**config.mk**
```make
export PLATFORM = sky130hd
export DESIGN_NAME = tow_input_conditioner
export DESIGN_NICKNAME = d
export VERILOG_FILES = /design/src/rtl/tow_input_conditioner.sv
export SDC_FILE = /design/constraint.sdc
export NUM_CORES = 1
export LEC_CHECK = 0
export ABC_AREA = 1
export CAP_MARGIN = 20
export CORE_AREA = 2 2 39 41
export CTS_CLUSTER_SIZE = 10
export DETAILED_ROUTE_END_ITERATION = 7
export DIE_AREA = 0 0 41 43
export HOLD_SLACK_MARGIN = 0.02
export PLACE_DENSITY_LB_ADDON = 0.1
export REMOVE_ABC_BUFFERS = 1
export SYNTH_ARGS = -nofsm -noshare
export SYNTH_HDL_FRONTEND = slang
export SYNTH_SLANG_ARGS = --single-unit
```
**constraint.sdc**
```tcl
create_clock -name clk -period 1.6 [get_ports clk]
set_clock_uncertainty 0.2 [all_clocks]
set_input_delay 0.24 -clock clk [delete_from_list [all_inputs] [get_ports clk]]
set_output_delay 0.24 -clock clk [all_outputs]
set_load 0.02 [all_outputs]
```
**src/rtl/tow_input_conditioner.sv**
```systemverilog
// Tug-of-war player input front end: synchronizes and debounces both buttons.
// Turns each accepted press into one gated pulse; simultaneous presses cancel.
module tow_input_conditioner #(
  parameter int SYNC_STAGES     = 2,
  parameter int DEBOUNCE_CYCLES = 4
) (
  input  logic clk,
  input  logic reset,
  input  logic key_l_n,
  input  logic key_r_n,
  input  logic enable,
  output logic l_press,
  output logic r_press,
  output logic l_held,
  output logic r_held,
  output logic tie_drop
);

  localparam int               CNT_W    = $clog2(DEBOUNCE_CYCLES + 1);
  localparam logic [CNT_W-1:0] CNT_LAST = CNT_W'(DEBOUNCE_CYCLES - 1);

  // Index 0 is the left channel, index 1 the right channel.
  logic [1:0]             key_n;
  logic [SYNC_STAGES-1:0] sync_q [2];
  logic [SYNC_STAGES-1:0] sync_d [2];
  logic [CNT_W-1:0]       cnt_q  [2];
  logic [CNT_W-1:0]       cnt_d  [2];
  logic [1:0]             s;
  logic [1:0]             held_q, held_d;
  logic [1:0]             rise;
  logic                   l_press_q, l_press_d;
  logic                   r_press_q, r_press_d;
  logic                   tie_q, tie_d;

  assign key_n = {key_r_n, key_l_n};

  always_comb begin
    for (int i = 0; i < 2; i++) begin
      sync_d[i] = {sync_q[i][SYNC_STAGES-2:0], key_n[i]};
      s[i]      = ~sync_q[i][SYNC_STAGES-1];
      held_d[i] = held_q[i];
      cnt_d[i]  = '0;
      rise[i]   = 1'b0;
      // The counter restarts on any agreeing sample, so short glitches never land.
      if (s[i] != held_q[i]) begin
        if (cnt_q[i] == CNT_LAST) begin
          held_d[i] = ~held_q[i];
          rise[i]   = ~held_q[i];
        end else begin
          cnt_d[i] = cnt_q[i] + CNT_W'(1);
        end
      end
    end
    l_press_d = rise[0] & ~rise[1] & enable;
    r_press_d = rise[1] & ~rise[0] & enable;
    tie_d     = rise[0] &  rise[1] & enable;
  end

  always_ff @(posedge clk) begin
    if (reset) begin
      for (int i = 0; i < 2; i++) begin
        sync_q[i] <= '1;
        cnt_q[i]  <= '0;
      end
      held_q    <= '0;
      l_press_q <= 1'b0;
      r_press_q <= 1'b0;
      tie_q     <= 1'b0;
    end else begin
      for (int i = 0; i < 2; i++) begin
        sync_q[i] <= sync_d[i];
        cnt_q[i]  <= cnt_d[i];
      end
      held_q    <= held_d;
      l_press_q <= l_press_d;
      r_press_q <= r_press_d;
      tie_q     <= tie_d;
    end
  end

  assign l_press  = l_press_q;
  assign r_press  = r_press_q;
  assign l_held   = held_q[0];
  assign r_held   = held_q[1];
  assign tie_drop = tie_q;

endmodule

```
== After elaboration in Yosys (flattened, before gate mapping) ==
Memories as Yosys holds them, arrays and structs flattened.
Cells that the tools add are included.
Word-level totals
  bits in registers: 5
  memory bits (writable): 10
  input port bits: 5
  output and inout port bits: 5
  word-level logic and storage cells: 46
  memories: 2
Operators by class
  $add $sub $neg: 2
  equality and inequality tests: 4
  mux-type cells: 15
  bitwise operators: 16
  reductions and logical operators: 2
Memory list
  cnt_q: depth 2, width 3, rd ports 2, clocked after memory_dff 0, wr ports 2, RTL line 26  | logic [CNT_W-1:0] cnt_q [2];
  sync_q: depth 2, width 2, rd ports 2, clocked after memory_dff 0, wr ports 2, RTL line 24  | logic [SYNC_STAGES-1:0] sync_q [2];
Operators by type and width (number)
  3-bit two-way mux: 6
  1-bit two-way mux: 7
  3-bit by 1-bit adder with 3-bit output, second input constant: 2
  1-bit AND: 6
  3-bit by 2-bit == test with 1-bit output, second input constant: 2
  1-bit inverter: 6
  2-bit two-way mux: 2
  1-bit OR: 4
  2-bit AND reduction: 2
  1-bit inequality test: 2

== Logic depth before layout (Yosys ltp) ==
Gate-level depths: netlist of run 1.
  depth after elaboration: 6
  mapped depth: 6
  gate-level depth less buffers: 6

== Worst setup path after synthesis of run 1 ==
No wires, ideal clock.
  kind: reg-to-reg
  start: mem cnt_q[0][0] (netlist name)
  end: reg tie_q (netlist: tie_drop)
  setup time: 0.112 ns
  arrival time: 0.906 ns
  data required time: 1.288 ns
  path slack: 0.382 ns
  stages on the path, launching flop included: 7
  path buffers: 0
  period minus slack after synthesis: 1.218 ns
  path through: dfxtp_1 -> ha_1 -> ha_1 -> nand2_1 -> nor2_1 -> inv_1 -> nor2_1
RTL lines
  start, declared: RTL line 26
  end signal, assigned: RTL line 77  | tie_q <= tie_d;
  end, declared: RTL line 33  | logic tie_q, tie_d;

== Final worst setup path of run 1 ==
  start: reg held_q[0]
  end: out l_held
RTL lines
  start, declared: RTL line 29  | logic [1:0] held_q, held_d;
  start signal, assigned: RTL line 74  | held_q <= held_d;
  end, declared: RTL line 14  | output logic l_held,
No word-level cell between the ends.

==> key figures, run 1 <==
Power and ir drop
  – Internal cell power: 0.0004905 W
  – Net Sw Power: 0.0001238 W
  – Net switching fraction of the power: 20.15%
  – PwrDens: 914.1 mW/mm²
  – Comb pwr share: 4.0%
  – VDD IR max: 0.5629 mV
  – Reg power frac: 62.1%
  – Clk pwr share: 33.8%
  – Leak Pwr: 0.3129 nW

Drt
  – Vias per inst: 4.237
  – ANT nets after route: 0
  – Residual DRC count: 0
  – DR WL/cell: 7.613 µm
  – Final wirelength: 708 µm
  – Total number of vias: 394
  – Detailed Route Iter0 Violations: 2
  – DRT Pass-1 Iters: 2

STA
  – Fin crit share: 91.25%
  – Slew HR: 80.65%
  – Setup Total Neg Slack: 0 ns
  – Final setup viols: 0
  – Unrepaired setup endpoints after global routing: no
  – Hold slack: 0.2141 ns
  – Fin. max-slew vios: 0
  – Fin crit period: 1.460 ns
  – Final worst setup slack: 0.1400 ns
  – Worst Tran Pin Value: 0.2893 ns
  – Fmax: 684.9 MHz
  – Hold violation total from the final report: 0

Logic synthesis
  – Yosys top cell area share: 55.43%
  – Ranking of synthesized cells by area: dfxtp_1 (55%), ha_1 (9.2%), inv_1 (9.0%)
  – FF+latch count, synth: 15
  – Yosys top cell by area: dfxtp_1
  – Register area share after synthesis: 55.43%
  – Cell count after synthesis: 64
  – Synth warnings: 0
  – Distinct cells, synth: 9
  – Synthesized area: 541.8 µm²
  – Mapped Avg Cell Area: 8.465 µm²

Die
  – Die width: 41 µm
  – Std-Cell Rows: 14
  – Die area: 0.001763 mm²
  – CORE AREA: 0.001384 mm²
  – Die span in y: 43 µm
  – # IOs: 10
  – Initial Util: 39.15%

Place
  – DP Area: 651.9 µm²
  – Placement Setup Slack: 0.1321 ns
  – DPL Wire Length: 546.1 µm
  – Final Wtd Congestion: 0.6787
  – I/O Buffers: 9

Clock tree
  – CTS tree: yes
  – # hold bufs at CTS: 0
  – Clock sink total: 15
  – Clock Latency Late Sink: 0.27 ns
  – Clock buffer depth: 2
  – Worst-path clk slew: 0.08 ns
  – Clk root buf: clkbuf_4
  – CTS buffer count: 3
  – H-tree levels: 1

Cells and area
  – Final-layout fill cell count: 145
  – Register Area: 300.3 µm²
  – Final Util: 48.55%
  – Antenna Cells: 0
  – Layout area overhead: 24.02%
  – Layout cell share with drive strength beyond 1: 11.69%
  – Fin nets: 87
  – Area of the multi-input gates: 192.7 µm²
  – Design area: 671.9 µm²

Critical path
  – Crit path capture: l_held
  – Crit path buffers/inverters: 1
  – Register-to-register setup slack: 0.27 ns
  – Startpoint types: flip-flop
  – Worst path required time: 1.16 ns
  – Cell family with the largest share of critical-path delay: flip-flops
  – Crit end category: output port
  – Slowest CP cell: dfxtp_1
  – Reg-to-Reg Start: cnt_q[0][0]
  – CP arrival: 1.02 ns
  – Slowest stage delay, CP: 0.39 ns
  – FF-to-FF End: cnt_q[0][0]
  – Critical setup path kind: reg2out
  – Reg2Reg Depth: 5
  – Crit. Startpoint: held_q[0]
  – Worst Path Max Fanout: 5
  – Critical path depth in cells: 1
  – Worst path cell trace: dlygate4sd2_1

GRT
  – Grt met1 use: 14.52%
  – Most Crowded Layer GR: met1
  – All-Layer GR Usage: 10.93%
  – Global-route wire length before repair: 1242 µm
  – GRT met2 Usage: 13.44%
  – Vias in the first global route: 326
  – Pin count of the biggest net entering global routing: 10
  – Initial antenna violation count: 0
  – Gr ovfl total: 0
  – Met3 Use GR: 3.141%

Outcome
  – Run status: finished, final reports clean

Job
  – Max cap viols: 0

Hold path
  – Hold/Removal Path Class: reg2reg
flip-flops by register name, summed over array words and instances, names as in the netlist:
name	flops
cnt_q	6
sync_q	4
held_q	2
l_press	1
r_press	1
tie_drop	1
worst min-delay path by stage:
stage / startpoint / cells past startpoint / end
after floorplan: reset / 1 / held_q[0]
after global placement: sync_q[0][2] / 1 / sync_q[0][3]
after detailed placement: sync_q[0][0] / 1 / sync_q[0][1]
after CTS: sync_q[0][0] / 1 / sync_q[0][1]
after global routing: sync_q[0][2] / 1 / sync_q[0][3]
final: sync_q[0][2] / 1 / sync_q[0][3]
power groups by stage:
stage          clock (W)  sequential [W]  combinational, W
2_1_floorplan          0        0.000390         0.0000115
3_3_place_gp           0        0.000391         0.0000245
3_5_place_dp           0        0.000391         0.0000251
4_1_cts         0.000224        0.000382         0.0000252
5_1_grt         0.000240        0.000383         0.0000285
6_report        0.000208        0.000382         0.0000247
kinds of logic after synthesis:
| family | Yosys count | share of synthesized area [%] |
|---|---|---|
| and+or+nand+nor | 30 | 24.48 |
| DFF | 15 | 55.43 |
| buffers and inverters | 13 | 9.008 |
| adders and majority gates | 4 | 9.238 |
| AOI/OAI and AO/OA | 2 | 1.848 |
per-layer routing:
metal / part of all wire, % / wire length, µm
met1: 50 / 357
met2: 42 / 295
met3: 6.5 / 46
met4: 1.4 / 10
met5: 0 / 0
through the flow:
stage / power [W] / instances
detailed placement: 0.0004157 / 89
global route: 0.0006511 / 93
floorplan: 0.0004016 / 64
global placement: 0.0004150 / 89
finish: 0.0006142 / 93
CTS: 0.0006307 / 93
what timing repair did:
item	in CTS	in global routing
endpoints found under the hold margin	0	0
buffers inserted	0	0
setup endpoints to repair	5	0
resized for setup	5	0
synthesized netlist by cell type:
cell type and n:
inv_1 13, nor2_2 2, nor2_1 12, dfxtp_1 15, nand3_1 4, ha_1 4
a21oi_1 2, nand2_1 8, or2_2 4
cells in the final DEF, fill, tap and decap left out:
cell type        Yosys  final
dlygate4sd2_1        0      5
clkdlybuf4s50_1      0      4
dfxtp_1             15     15
ha_1                 4      4
a21oi_1              2      2
nand2_1              8      8
or2_2                4      4
nor2_1              12     12
clkbuf_4             0      3
inv_1               13     13
nor2_2               2      2
nand3_1              4      4
clkbuf_1             0      1
layout make-up:
type,instances,area share [%]
sequential,15,44.69
multi-input combinational,36,28.68
timing repair buffer,9,12.48
inverter,13,7.263
clock buffer,4,3.911
tap,16,2.980
(Power assumes the default switching activity.)
==> inputs of run 2 (changes only) <==
Settings changed: SKIP_LAST_GASP set to 1.
==> results of run 2 <==
Final layout, timing and power as in run 1 (identical DEF).
==> inputs of run 3 (changes only) <==
Settings changed: PLACE_DENSITY set to 0.75, PLACE_DENSITY_LB_ADDON 0.1 to not set.
==> key figures, run 3 (synthesis gave the netlist of run 1 again) <==
Outcome
  – Run status: finished, final reports clean (unchanged)

Drt
  – DRT Pass-1 Iters: 2 (unchanged)
  – Residual DRC count: 0 (unchanged)
  – Detailed Route Iter0 Violations: 2 (unchanged)
  – Total number of vias: 397 (was 394)
  – Met3 wire len: 69 µm (was 46 µm)
  – DR WL/cell: 7.183 µm (was 7.613 µm)
  – ANT nets after route: 0 (unchanged)
  – DRT met1 WL: 292 µm (was 357 µm)
  – DR top layer: met4 (unchanged)
  – Final wirelength: 668 µm (was 708 µm)
  – Met2 wire len: 297 µm (was 295 µm)
  – Vias per inst: 4.269 (was 4.237)

Critical path
  – Register-to-register setup slack: 0.28 ns (was 0.27 ns)
  – Worst Path Max Fanout: 5 (unchanged)
  – Crit path buffers/inverters: 1 (unchanged)
  – Crit end category: output port (unchanged)
  – Startpoint types: flip-flop (unchanged)
  – Slowest CP cell: dfxtp_1 (unchanged)
  – CP arrival: 1.01 ns (was 1.02 ns)
  – Critical path depth in cells: 1 (unchanged)
  – Cell family with the largest share of critical-path delay: flip-flops (unchanged)
  – Slowest stage delay, CP: 0.39 ns (about the same)
  – FF-to-FF End: cnt_q[0][3] (was cnt_q[0][0])
  – Worst path required time: 1.16 ns (about the same)
  – Reg2Reg Depth: 5 (unchanged)
  – Worst path cell trace: dlygate4sd2_1 (unchanged)
  – Critical setup path kind: reg2out (unchanged)
  – Reg-to-Reg Start: cnt_q[0][3] (was cnt_q[0][0])

STA
  – Final setup viols: 0 (unchanged)
  – Fin crit period: 1.452 ns (was 1.460 ns)
  – Fin crit share: 90.74% (was 91.25%)
  – Fmax: 688.8 MHz (was 684.9 MHz)
  – Slew HR: 80.01% (was 80.65%)
  – Fin. max-slew vios: 0 (unchanged)
  – Unrepaired setup endpoints after global routing: no (unchanged)
  – Setup Total Neg Slack: 0 ns (unchanged)
  – Worst Tran Pin Value: 0.2989 ns (was 0.2893 ns)
  – Hold violation total from the final report: 0 (unchanged)

Die
  – CORE AREA: 0.001384 mm² (unchanged)
  – # IOs: 10 (unchanged)
  – Die area: 0.001763 mm² (unchanged)
  – Initial Util: 39.15% (unchanged)
  – Die width: 41 µm (unchanged)
  – Std-Cell Rows: 14 (unchanged)
  – Die span in y: 43 µm (unchanged)

Cells and area
  – Layout area overhead: 24.25% (was 24.02%)
  – Fin nets: 87 (unchanged)
  – Antenna Cells: 0 (unchanged)
  – Layout cell share with drive strength beyond 1: 12.99% (was 11.69%)
  – Most frequent cells in the layout: dfxtp_1 (15), inv_1 (13), nor2_1 (12) (unchanged)
  – Reg with most FFs: cnt_q (unchanged)
  – Largest registers: cnt_q (6), sync_q (4), held_q (2) (unchanged)
  – Max reg flops: 6 (unchanged)
  – Final Util: 48.64% (was 48.55%)
  – Commonest non-fill, non-tap cell in the layout: dfxtp_1 (unchanged)

Place
  – I/O Buffers: 9 (unchanged)
  – Final Wtd Congestion: 0.6558 (was 0.6787)
  – DPL Wire Length: 546.4 µm (was 546.1 µm)

Clock tree
  – Clk root buf: clkbuf_4 (unchanged)
  – CTS tree: yes (unchanged)
  – Post-CTS Setup Inserts: 0 (unchanged)
  – Clock buffer depth: 2 (unchanged)
  – Clock Latency Late Sink: 0.28 ns (was 0.27 ns)
  – H-tree levels: 1 (unchanged)
  – CTS buffer count: 3 (unchanged)
  – Worst-path clk slew: 0.08 ns (about the same)
  – Clock sink total: 15 (unchanged)

Hold path
  – Worst Hold Depth: 1 (unchanged)
  – Hold/Removal Path Class: reg2reg (unchanged)
  – Hold_sp: sync_q[0][0] (was sync_q[0][2])
  – WHS Endpoint: sync_q[0][1] (was sync_q[0][3])

Power and ir drop
  – VDD IR max: 0.7867 mV (was 0.5629 mV)
  – PwrDens: 906.0 mW/mm² (was 914.1 mW/mm²)
  – Leak Pwr: 0.3156 nW (was 0.3129 nW)

Job
  – Max cap viols: 0 (unchanged)

GRT
  – Gr ovfl total: 0 (unchanged)
  – Pin count of the biggest net entering global routing: 10 (unchanged)
  – Vias in the first global route: 357 (was 326)
  – Global-route wire length before repair: 1345 µm (was 1242 µm)
  – Initial antenna violation count: 0 (unchanged)
  – All-Layer GR Usage: 12.02% (was 10.93%)
-- run 3: worst max path at each step --
| stage | startpoint | endpoint |
|---|---|---|
| after CTS | held_q[0] | l_held |
| after detailed placement | reset | sync_q[0][3] |
| after global placement | reset | sync_q[0][0] |
| after floorplan | cnt_q[0][0] | tie_drop |
| final | held_q[0] | l_held |
| after global routing | held_q[0] | l_held |
-- run 3: final cells by class --
type | count | area (µm²)
repair buffers | 9 | 83.83
clock inverters | 1 | 5.005
flip-flops and latches | 15 | 300.3
inverters | 13 | 48.80
clock buffers | 3 | 22.52
well taps | 16 | 20.02
fillers | 132 | 710.7
multi-input cells | 36 | 192.7
-- run 3: layer usage --
metal	up-vias	global-route usage, %
li1	218	-
met1	162	12.46
met2	15	16.88
met3	2	9.424
met4	0	6.000
met5	-	0
-- run 3: repair_timing --
| action | 4_1_cts | 5_1_grt |
|---|---|---|
| resized for setup | 5 | 0 |
| setup endpoints to repair | 5 | 0 |
| hold buffers | 0 | 0 |
-- run 3: through the flow --
step / hold WS (ns) / worst slack [ns] / area (µm²) / power (W) / cells
after floorplan: 0.1091 / 0.3816 / 541.8 / 0.0004016 / 64
after global placement: 0.1930 / 0.1571 / 651.9 / 0.0004145 / 89
after detailed placement: 0.1977 / 0.1360 / 651.9 / 0.0004153 / 89
after CTS: 0.2192 / 0.1299 / 673.1 / 0.0006240 / 93
after global routing: 0.2380 / 0.06459 / 673.1 / 0.0006564 / 93
final: 0.2127 / 0.1481 / 673.1 / 0.0006099 / 93
-- run 3: where the power goes --
group           total, W  internal (W)  switching, W  leakage [nW]
combinational  0.0000246     0.0000147    0.00000984         0.176
clock           0.000204     0.0000927      0.000111        0.0177
sequential      0.000382      0.000379    0.00000244         0.122
total           0.000610      0.000487      0.000123         0.316
